`src/rtl/uart_tx_scheduler_pkg.sv`:
```
// Shared FSM encoding, frame counter width and counter sizing helper for the
// UART TX scheduler and its round-robin arbiter.
package uart_pkg;

    typedef enum logic [1:0] {
        IDLE,
        ISSUE,
        WAIT_DONE,
        GAP
    } state_t;

    localparam int unsigned FRAME_CNT_W = 16;

    // Bits needed for a counter that runs 0..n-1 (at least one bit).
    function automatic int unsigned cnt_width(input int unsigned n);
        return (n <= 2) ? 1 : $clog2(n);
    endfunction

endpackage

```
`src/rtl/uart_tx_scheduler_if.sv`:
```
// Requester-side and tx_asm-side signals of the UART TX scheduler.
// master = producers/tx_asm side, slave = the scheduler itself.
interface uart_tx_scheduler_if
    import uart_pkg::*;
#(
    parameter int unsigned DATA_WIDTH = 8,
    parameter int unsigned NUM_REQ    = 4
);
    localparam int unsigned IDX_W = $clog2(NUM_REQ);

    logic [NUM_REQ-1:0]            req_valid;
    logic [NUM_REQ*DATA_WIDTH-1:0] req_data;
    logic [NUM_REQ-1:0]            req_parity_en;
    logic [NUM_REQ-1:0]            req_ready;
    logic                          tx_valid;
    logic [DATA_WIDTH-1:0]         tx_data;
    logic                          tx_parity_per_byte;
    logic                          tx_ready;
    logic                          tx_done;
    logic [IDX_W-1:0]              grant_id;
    logic                          busy;
    logic                          timeout_err;
    logic [FRAME_CNT_W-1:0]        frame_count;

    modport master (
        output req_valid, req_data, req_parity_en, tx_ready, tx_done,
        input  req_ready, tx_valid, tx_data, tx_parity_per_byte,
               grant_id, busy, timeout_err, frame_count
    );

    modport slave (
        input  req_valid, req_data, req_parity_en, tx_ready, tx_done,
        output req_ready, tx_valid, tx_data, tx_parity_per_byte,
               grant_id, busy, timeout_err, frame_count
    );

endinterface

```
`src/rtl/uart_tx_scheduler_rr_arbiter.sv`:
```
// Combinational round-robin pick: the first requester above i_last_grant
// (with wrap) wins, so the previous winner has the lowest priority.
module rr_arbiter #(
    parameter int unsigned NUM_REQ = 4,
    parameter int unsigned IDX_W   = $clog2(NUM_REQ)
) (
    input  logic [NUM_REQ-1:0] i_req,
    input  logic [IDX_W-1:0]   i_last_grant,
    output logic [NUM_REQ-1:0] o_grant,
    output logic [IDX_W-1:0]   o_grant_idx,
    output logic               o_any_req
);

    // Rank = distance above the last winner; the last winner itself ranks NUM_REQ.
    always_comb begin
        int unsigned w_rank;
        int unsigned w_best;
        o_grant     = '0;
        o_grant_idx = '0;
        w_rank      = 0;
        w_best      = NUM_REQ + 1;
        for (int unsigned j = 0; j < NUM_REQ; j++) begin
            w_rank = (j > 32'(i_last_grant)) ? (j - 32'(i_last_grant))
                                             : (j + NUM_REQ - 32'(i_last_grant));
            if (i_req[j] && (w_rank < w_best)) begin
                w_best      = w_rank;
                o_grant     = '0;
                o_grant[j]  = 1'b1;
                o_grant_idx = IDX_W'(j);
            end
        end
    end

    assign o_any_req = |i_req;

endmodule

```
`src/rtl/uart_tx_scheduler.sv`:
```
// Shares one tx_asm byte-frame transmitter between NUM_REQ byte sources with
// round-robin arbitration, an inter-frame idle gap and a tx_done watchdog.
module uart_tx_scheduler
    import uart_pkg::*;
#(
    parameter int unsigned DATA_WIDTH     = 8,
    parameter int unsigned NUM_REQ        = 4,
    parameter int unsigned GAP_CYCLES     = 2,
    parameter int unsigned TIMEOUT_CYCLES = 4096
) (
    input logic              clk,
    input logic              rst,
    uart_tx_scheduler_if.slave bus
);

    localparam int unsigned IDX_W = $clog2(NUM_REQ);
    localparam int unsigned TO_W  = cnt_width(TIMEOUT_CYCLES);
    localparam int unsigned GAP_W = cnt_width(GAP_CYCLES);
    localparam logic [TO_W-1:0]  TO_LAST  = TO_W'(TIMEOUT_CYCLES - 1);
    localparam logic [GAP_W-1:0] GAP_LAST = GAP_W'((GAP_CYCLES == 0) ? 0 : GAP_CYCLES - 1);
    localparam state_t POST_DONE = (GAP_CYCLES > 0) ? GAP : IDLE;

    state_t                 r_state;
    state_t                 w_next_state;
    logic [IDX_W-1:0]       r_last_grant;
    logic [IDX_W-1:0]       r_grant_id;
    logic [IDX_W-1:0]       w_grant_idx;
    logic [NUM_REQ-1:0]     w_grant;
    logic [NUM_REQ-1:0]     w_req_ready;
    logic                   w_any_req;
    logic [DATA_WIDTH-1:0]  r_tx_data;
    logic [DATA_WIDTH-1:0]  w_sel_data;
    logic                   r_tx_par;
    logic                   w_sel_par;
    logic [TO_W-1:0]        r_to_cnt;
    logic [GAP_W-1:0]       r_gap_cnt;
    logic [FRAME_CNT_W-1:0] r_frame_cnt;
    logic                   w_accept;
    logic                   w_tx_valid;
    logic                   w_frame_done;
    logic                   w_timeout;

    rr_arbiter #(
        .NUM_REQ (NUM_REQ),
        .IDX_W   (IDX_W)
    ) u_arb (
        .i_req        (bus.req_valid),
        .i_last_grant (r_last_grant),
        .o_grant      (w_grant),
        .o_grant_idx  (w_grant_idx),
        .o_any_req    (w_any_req)
    );

    always_comb begin
        w_sel_data = '0;
        w_sel_par  = 1'b0;
        for (int unsigned i = 0; i < NUM_REQ; i++) begin
            if (w_grant[i]) begin
                w_sel_data = bus.req_data[i*DATA_WIDTH +: DATA_WIDTH];
                w_sel_par  = bus.req_parity_en[i];
            end
        end
    end

    always_ff @(posedge clk) begin
        if (rst) r_state <= IDLE;
        else     r_state <= w_next_state;
    end

    always_comb begin
        w_next_state = r_state;
        w_req_ready  = '0;
        w_accept     = 1'b0;
        w_tx_valid   = 1'b0;
        w_frame_done = 1'b0;
        w_timeout    = 1'b0;
        case (r_state)
            IDLE: begin
                if (w_any_req) begin
                    w_req_ready  = w_grant;
                    w_accept     = 1'b1;
                    w_next_state = ISSUE;
                end
            end
            ISSUE: begin
                w_tx_valid = 1'b1;
                if (bus.tx_ready) w_next_state = WAIT_DONE;
            end
            WAIT_DONE: begin
                // tx_done takes precedence over a coincident watchdog expiry.
                if (bus.tx_done) begin
                    w_frame_done = 1'b1;
                    w_next_state = POST_DONE;
                end else if (r_to_cnt == TO_LAST) begin
                    w_timeout    = 1'b1;
                    w_next_state = POST_DONE;
                end
            end
            GAP: begin
                if (r_gap_cnt == GAP_LAST) w_next_state = IDLE;
            end
            default: w_next_state = IDLE;
        endcase
    end

    always_ff @(posedge clk) begin
        if (rst) begin
            r_last_grant <= IDX_W'(NUM_REQ - 1);
            r_grant_id   <= '0;
            r_tx_data    <= '0;
            r_tx_par     <= 1'b0;
            r_to_cnt     <= '0;
            r_gap_cnt    <= '0;
            r_frame_cnt  <= '0;
        end else begin
            if (w_accept) begin
                r_tx_data    <= w_sel_data;
                r_tx_par     <= w_sel_par;
                r_grant_id   <= w_grant_idx;
                r_last_grant <= w_grant_idx;
            end
            if ((r_state == WAIT_DONE) && (w_next_state == WAIT_DONE))
                r_to_cnt <= r_to_cnt + 1'b1;
            else
                r_to_cnt <= '0;
            if ((r_state == GAP) && (w_next_state == GAP))
                r_gap_cnt <= r_gap_cnt + 1'b1;
            else
                r_gap_cnt <= '0;
            if (w_frame_done)
                r_frame_cnt <= r_frame_cnt + 1'b1;
        end
    end

    assign bus.req_ready          = w_req_ready;
    assign bus.tx_valid           = w_tx_valid;
    assign bus.tx_data            = r_tx_data;
    assign bus.tx_parity_per_byte = r_tx_par;
    assign bus.grant_id           = r_grant_id;
    assign bus.busy               = (r_state != IDLE);
    assign bus.timeout_err        = w_timeout;
    assign bus.frame_count        = r_frame_cnt;

endmodule

```
`src/flat_wrapper.sv`:
```
// flat-port wrapper written by rule: the top's interface ports become plain ports
module uart_tx_scheduler_flat import uart_pkg::*;
#(
    parameter int unsigned DATA_WIDTH     = 8,
    parameter int unsigned NUM_REQ        = 4,
    parameter int unsigned GAP_CYCLES     = 2,
    parameter int unsigned TIMEOUT_CYCLES = 4096
)
  (clk, rst, bus_req_valid, bus_req_data, bus_req_parity_en, bus_tx_ready, bus_tx_done, bus_req_ready, bus_tx_valid, bus_tx_data, bus_tx_parity_per_byte, bus_grant_id, bus_busy, bus_timeout_err, bus_frame_count);
  uart_tx_scheduler_if #(.DATA_WIDTH(DATA_WIDTH), .NUM_REQ(NUM_REQ)) bus_i ();
  input logic clk;
  input logic rst;
  input wire logic [$bits(bus_i.req_valid)-1:0] bus_req_valid;
  input wire logic [$bits(bus_i.req_data)-1:0] bus_req_data;
  input wire logic [$bits(bus_i.req_parity_en)-1:0] bus_req_parity_en;
  input wire logic [$bits(bus_i.tx_ready)-1:0] bus_tx_ready;
  input wire logic [$bits(bus_i.tx_done)-1:0] bus_tx_done;
  output wire logic [$bits(bus_i.req_ready)-1:0] bus_req_ready;
  output wire logic [$bits(bus_i.tx_valid)-1:0] bus_tx_valid;
  output wire logic [$bits(bus_i.tx_data)-1:0] bus_tx_data;
  output wire logic [$bits(bus_i.tx_parity_per_byte)-1:0] bus_tx_parity_per_byte;
  output wire logic [$bits(bus_i.grant_id)-1:0] bus_grant_id;
  output wire logic [$bits(bus_i.busy)-1:0] bus_busy;
  output wire logic [$bits(bus_i.timeout_err)-1:0] bus_timeout_err;
  output wire logic [$bits(bus_i.frame_count)-1:0] bus_frame_count;
  assign bus_i.req_valid = bus_req_valid;
  assign bus_i.req_data = bus_req_data;
  assign bus_i.req_parity_en = bus_req_parity_en;
  assign bus_i.tx_ready = bus_tx_ready;
  assign bus_i.tx_done = bus_tx_done;
  assign bus_req_ready = bus_i.req_ready;
  assign bus_tx_valid = bus_i.tx_valid;
  assign bus_tx_data = bus_i.tx_data;
  assign bus_tx_parity_per_byte = bus_i.tx_parity_per_byte;
  assign bus_grant_id = bus_i.grant_id;
  assign bus_busy = bus_i.busy;
  assign bus_timeout_err = bus_i.timeout_err;
  assign bus_frame_count = bus_i.frame_count;
  uart_tx_scheduler #(.DATA_WIDTH(DATA_WIDTH), .NUM_REQ(NUM_REQ), .GAP_CYCLES(GAP_CYCLES), .TIMEOUT_CYCLES(TIMEOUT_CYCLES)) u_core (.clk(clk), .rst(rst), .bus(bus_i));
endmodule
```
`config.mk`:
```
export PLATFORM = sky130hd
export DESIGN_NAME = uart_tx_scheduler_flat
export DESIGN_NICKNAME = d
export VERILOG_FILES = /design/src/rtl/uart_tx_scheduler_pkg.sv /design/src/rtl/uart_tx_scheduler_if.sv /design/src/rtl/uart_tx_scheduler_rr_arbiter.sv /design/src/rtl/uart_tx_scheduler.sv /design/src/flat_wrapper.sv
export SDC_FILE = /design/constraint.sdc
export NUM_CORES = 1
export LEC_CHECK = 0
export ABC_AREA = 1
export BUFFER_PORTS_ARGS = -buffer_cell sky130_fd_sc_hd__buf_2
export CAP_MARGIN = 20
export CORE_MARGIN = 3
export CORE_UTILIZATION = 51
export CTS_CLUSTER_DIAMETER = 50
export DETAILED_ROUTE_END_ITERATION = 8
export PLACE_DENSITY = 0.8
export SLEW_MARGIN = 10
export SYNTH_ARGS = -nofsm -noshare
export SYNTH_HDL_FRONTEND = slang
export SYNTH_SLANG_ARGS = --single-unit
```
`constraint.sdc`:
```
create_clock -name clk -period 4.9 [get_ports clk]
set_clock_uncertainty 0.15 [all_clocks]
set_input_delay 0.245 -clock clk [delete_from_list [all_inputs] [get_ports clk]]
set_output_delay 0.245 -clock clk [all_outputs]
set_load 0.02 [all_outputs]
```
==> impl_metrics.env <==
export IMPL_arrival_ns=3.80
export IMPL_h_tree_depth=2
export IMPL_cp_start_kind="flop"
export IMPL_synth_top_cell_by_area="dfxtp_1"
export IMPL_drv_slew=0
export IMPL_hp_class="in2reg"
export IMPL_min_period_over_period=0.8566
export IMPL_irDropWorstVdd_uv=231.5
export IMPL_drive_gt1_frac=0.2405
export IMPL_cts_resized=0
export IMPL_synthTopCellsByArea="dfxtp_1, nand2_1, nor2_1, inv_1, ha_1"
export IMPL_ys_ff_latch=44
export IMPL_p_total_uw=1089
export IMPL_die_w_um=76.14
export IMPL_p_leak_uw=0.001499
export IMPL_switching_power_uw=402.1
export IMPL_crit_type="reg2out"
export IMPL_dp_cells=506
export IMPL_clk_latency_ns=0.29
export IMPL_synth_common_cells="nand2_1, nor2_1, inv_1, dfxtp_1, nand3_1"
export IMPL_tns_ns=0
export IMPL_track_usage=0.2114
export IMPL_grt_overflow=0
export IMPL_vias=2558
export IMPL_cts_sinks=44
export IMPL_period_minus_slack_ns=4.197
export IMPL_cellPowerDensity_mw_per_mm2=354.9
export IMPL_fin_hold_ws_ns=0.1104
export IMPL_root_buffer="clkbuf_8"
export IMPL_p_sw_frac=0.3691
export IMPL_slew_headroom=0.5781
export IMPL_seqPwrFrac=0.374
export IMPL_yosysMostFrequentCell="nand2_1"
export IMPL_syn2layout_area_growth_pct=22.34
export IMPL_clkPwrFrac=0.265
export IMPL_cts_tree="done"
export IMPL_diodes=0
export IMPL_core_area_mm2=0.004534
export IMPL_ios=78
export IMPL_rsz0062_at_grt="false"
export IMPL_yosysWarningCount=0
export IMPL_first_iter_violations=167
export IMPL_finalHoldViolCount=0
export IMPL_firstDrtPassIters=5
export IMPL_synthesis_instances=370
export IMPL_drc_errors=0
export IMPL_via_per_inst=4.977
export IMPL_stdcell_count=514
export IMPL_synth_top_family_by_area="simple AND/OR/NAND/NOR gates"
export IMPL_status="finished, final reports clean"
export IMPL_synth_compound_area_share=0.1102
export IMPL_detail_route_antenna_nets=0
export IMPL_yosys_cell_types_count=32
export IMPL_whs_path_depth=5
export IMPL_synth_edf_count=0
export IMPL_cts_hold_buffers=0
export IMPL_end_kind="output port"
export IMPL_cts_setup_buffers=0
export IMPL_synthSimpleGateAreaFrac=0.3461
export IMPL_r2r_cells=27
export IMPL_setup_viol=0
export IMPL_port_buffers=77
export IMPL_start_util=0.5533
export IMPL_fp_dieH_um=76.14
export IMPL_nNetsFinal=507
export IMPL_yosysSeqAreaShare=0.3511
export IMPL_routed_wirelength_mm=5.996
export IMPL_grt_pass1_vias=2408
export IMPL_worst_slew_pin_slew_ns=0.6315
export IMPL_dieArea_mm2=0.005797
export IMPL_hpwlAfterDp_mm=4.645
export IMPL_crit_fanout=20
export IMPL_power_internal_uw=687.3
export IMPL_avgSynthCellArea_um2=6.780
export IMPL_synthArstFlopShare=0
export IMPL_wl_per_cell_um=11.67
export IMPL_required_ns=4.51
export IMPL_synthFlopType="dfxtp_1"
export IMPL_synth_mux_area_frac=0
export IMPL_grt_max_degree=23
export IMPL_synth_top_area_frac=0.3511
export IMPL_clk_pin_slew_ns=0.09
export IMPL_clock_path_buffers=2
export IMPL_gp_congestion=0.8085
export IMPL_max_cap_violations=0
export IMPL_num_rows=24
export IMPL_comb_power_share=0.361
export IMPL_antenna_found_initial=0
export IMPL_synthAdderAreaFrac=0.07481
export IMPL_numCtsBuffers=5
export IMPL_max_freq_mhz=238.2
export IMPL_syn_area_mm2=0.002509
export IMPL_synthXorXnorAreaFrac=0.01397
export IMPL_grt_first_pass_wirelength_mm=10.32
## state kept, by name, indices dropped and copies added, names as in the netlist
name and cells:
u_core.bus.grant_id 2, u_core.r_to_cnt 12, u_core.bus.frame_count 16, u_core.r_gap_cnt 1
u_core.r_last_grant 2, u_core.bus.tx_data 8, u_core.r_state 2, u_core.bus.tx_parity_per_byte 1
## through the flow
| stage | worst slack [ns] | area, um2 | util |
|---|---|---|---|
| floorplan | 1.581 | 2512 | - |
| global placement | 1.235 | 2948 | 0.6501 |
| detailed placement | 1.065 | 2948 | 0.6501 |
| CTS | 0.7284 | 3069 | 0.6769 |
| global route | 0.3205 | 3069 | 0.6769 |
| finish | 0.7025 | 3069 | 0.6769 |
## power by group through the flow
stage,combinational (uW),sequential (uW),clock [uW]
6_report,394,407,288
5_1_grt,445,411,312
3_5_place_dp,391,416,0
4_1_cts,393,407,298
3_3_place_gp,381,415,0
2_1_floorplan,262,442,0
## path summary, 6_finish.rpt
path,from,slack (ns),endpoint
min,bus_req_data[18],0.11,u_core.bus.tx_data[2]
max reg2reg,u_core.r_last_grant[1],1.05,u_core.bus.tx_data[4]
max,u_core.r_last_grant[1],0.70,bus_req_ready[1]
min reg2reg,u_core.r_to_cnt[0],0.31,u_core.r_to_cnt[0]
## area by class of cell
cell class	instances	area [um2]
Fill cell	402	1465
Multi-Input combinational cell	261	1375
Sequential cell	44	880.8
Timing Repair Buffer	78	392.9
Inverter	58	217.7
Clock buffer	6	82.58
Tap cell	65	81.33
Clock inverter	2	38.79
## metal layers
metal / GRT usage / up-vias / part of all wire
met5: 0 / - / 0
met3: 0.06383 / 8 / 0.074
li1: - / 1331 / -
met2: 0.3803 / 97 / 0.48
met1: 0.2372 / 1122 / 0.44
met4: 0.07065 / 0 / 0.011
## kinds of logic (layout without fill, tap and decap cells)
| kind of cell | count (synthesis) | in the layout |
|---|---|---|
| simple gates | 189 | 189 |
| buf+inv | 66 | 144 |
| compound gates | 51 | 51 |
| flops | 44 | 44 |
| fa+ha+maj | 15 | 15 |
| xor+xnor | 4 | 4 |
| other cells | 1 | 2 |
## critical path: stages (launching register included)
cell,delay (ns)
dfxtp_1,0.50
inv_1,0.15
ha_1,0.21
nand2_1,0.08
nand3_2,0.14
nand2_2,0.12
nor2_1,0.05
a21oi_1,0.17
ha_1,0.26
nand2_1,0.06
nand2_1,0.04
nand2_1,0.05
nand2_1,0.04
nand2_1,0.09
nand2_4,0.09
nand2_1,0.08
o21ai_0,0.09
ha_1,0.28
nand2_1,0.08
inv_2,0.03
nand2_1,0.08
nand3_2,0.32
nand2_1,0.25
nor2_1,0.06
buf_2,0.16
## placed cells by master (no fill, tap or decap), types with 2 or more instances in the layout
cell type,instances
nor2_1,58
o21a_1,3
nor3_1,8
nor3_2,2
inv_1,51
a31oi_1,3
nor2_2,4
conb_1,2
nand2_2,2
nand4_1,5
nand3_2,3
nand3_1,28
a21oi_1,22
nor4_1,3
xor2_1,3
nor3b_1,3
dfxtp_1,44
o21bai_1,3
ha_1,15
o21ai_0,19
inv_2,7
clkbuf_8,6
buf_2,77
nand2_1,68
(Power assumes the default switching activity.)
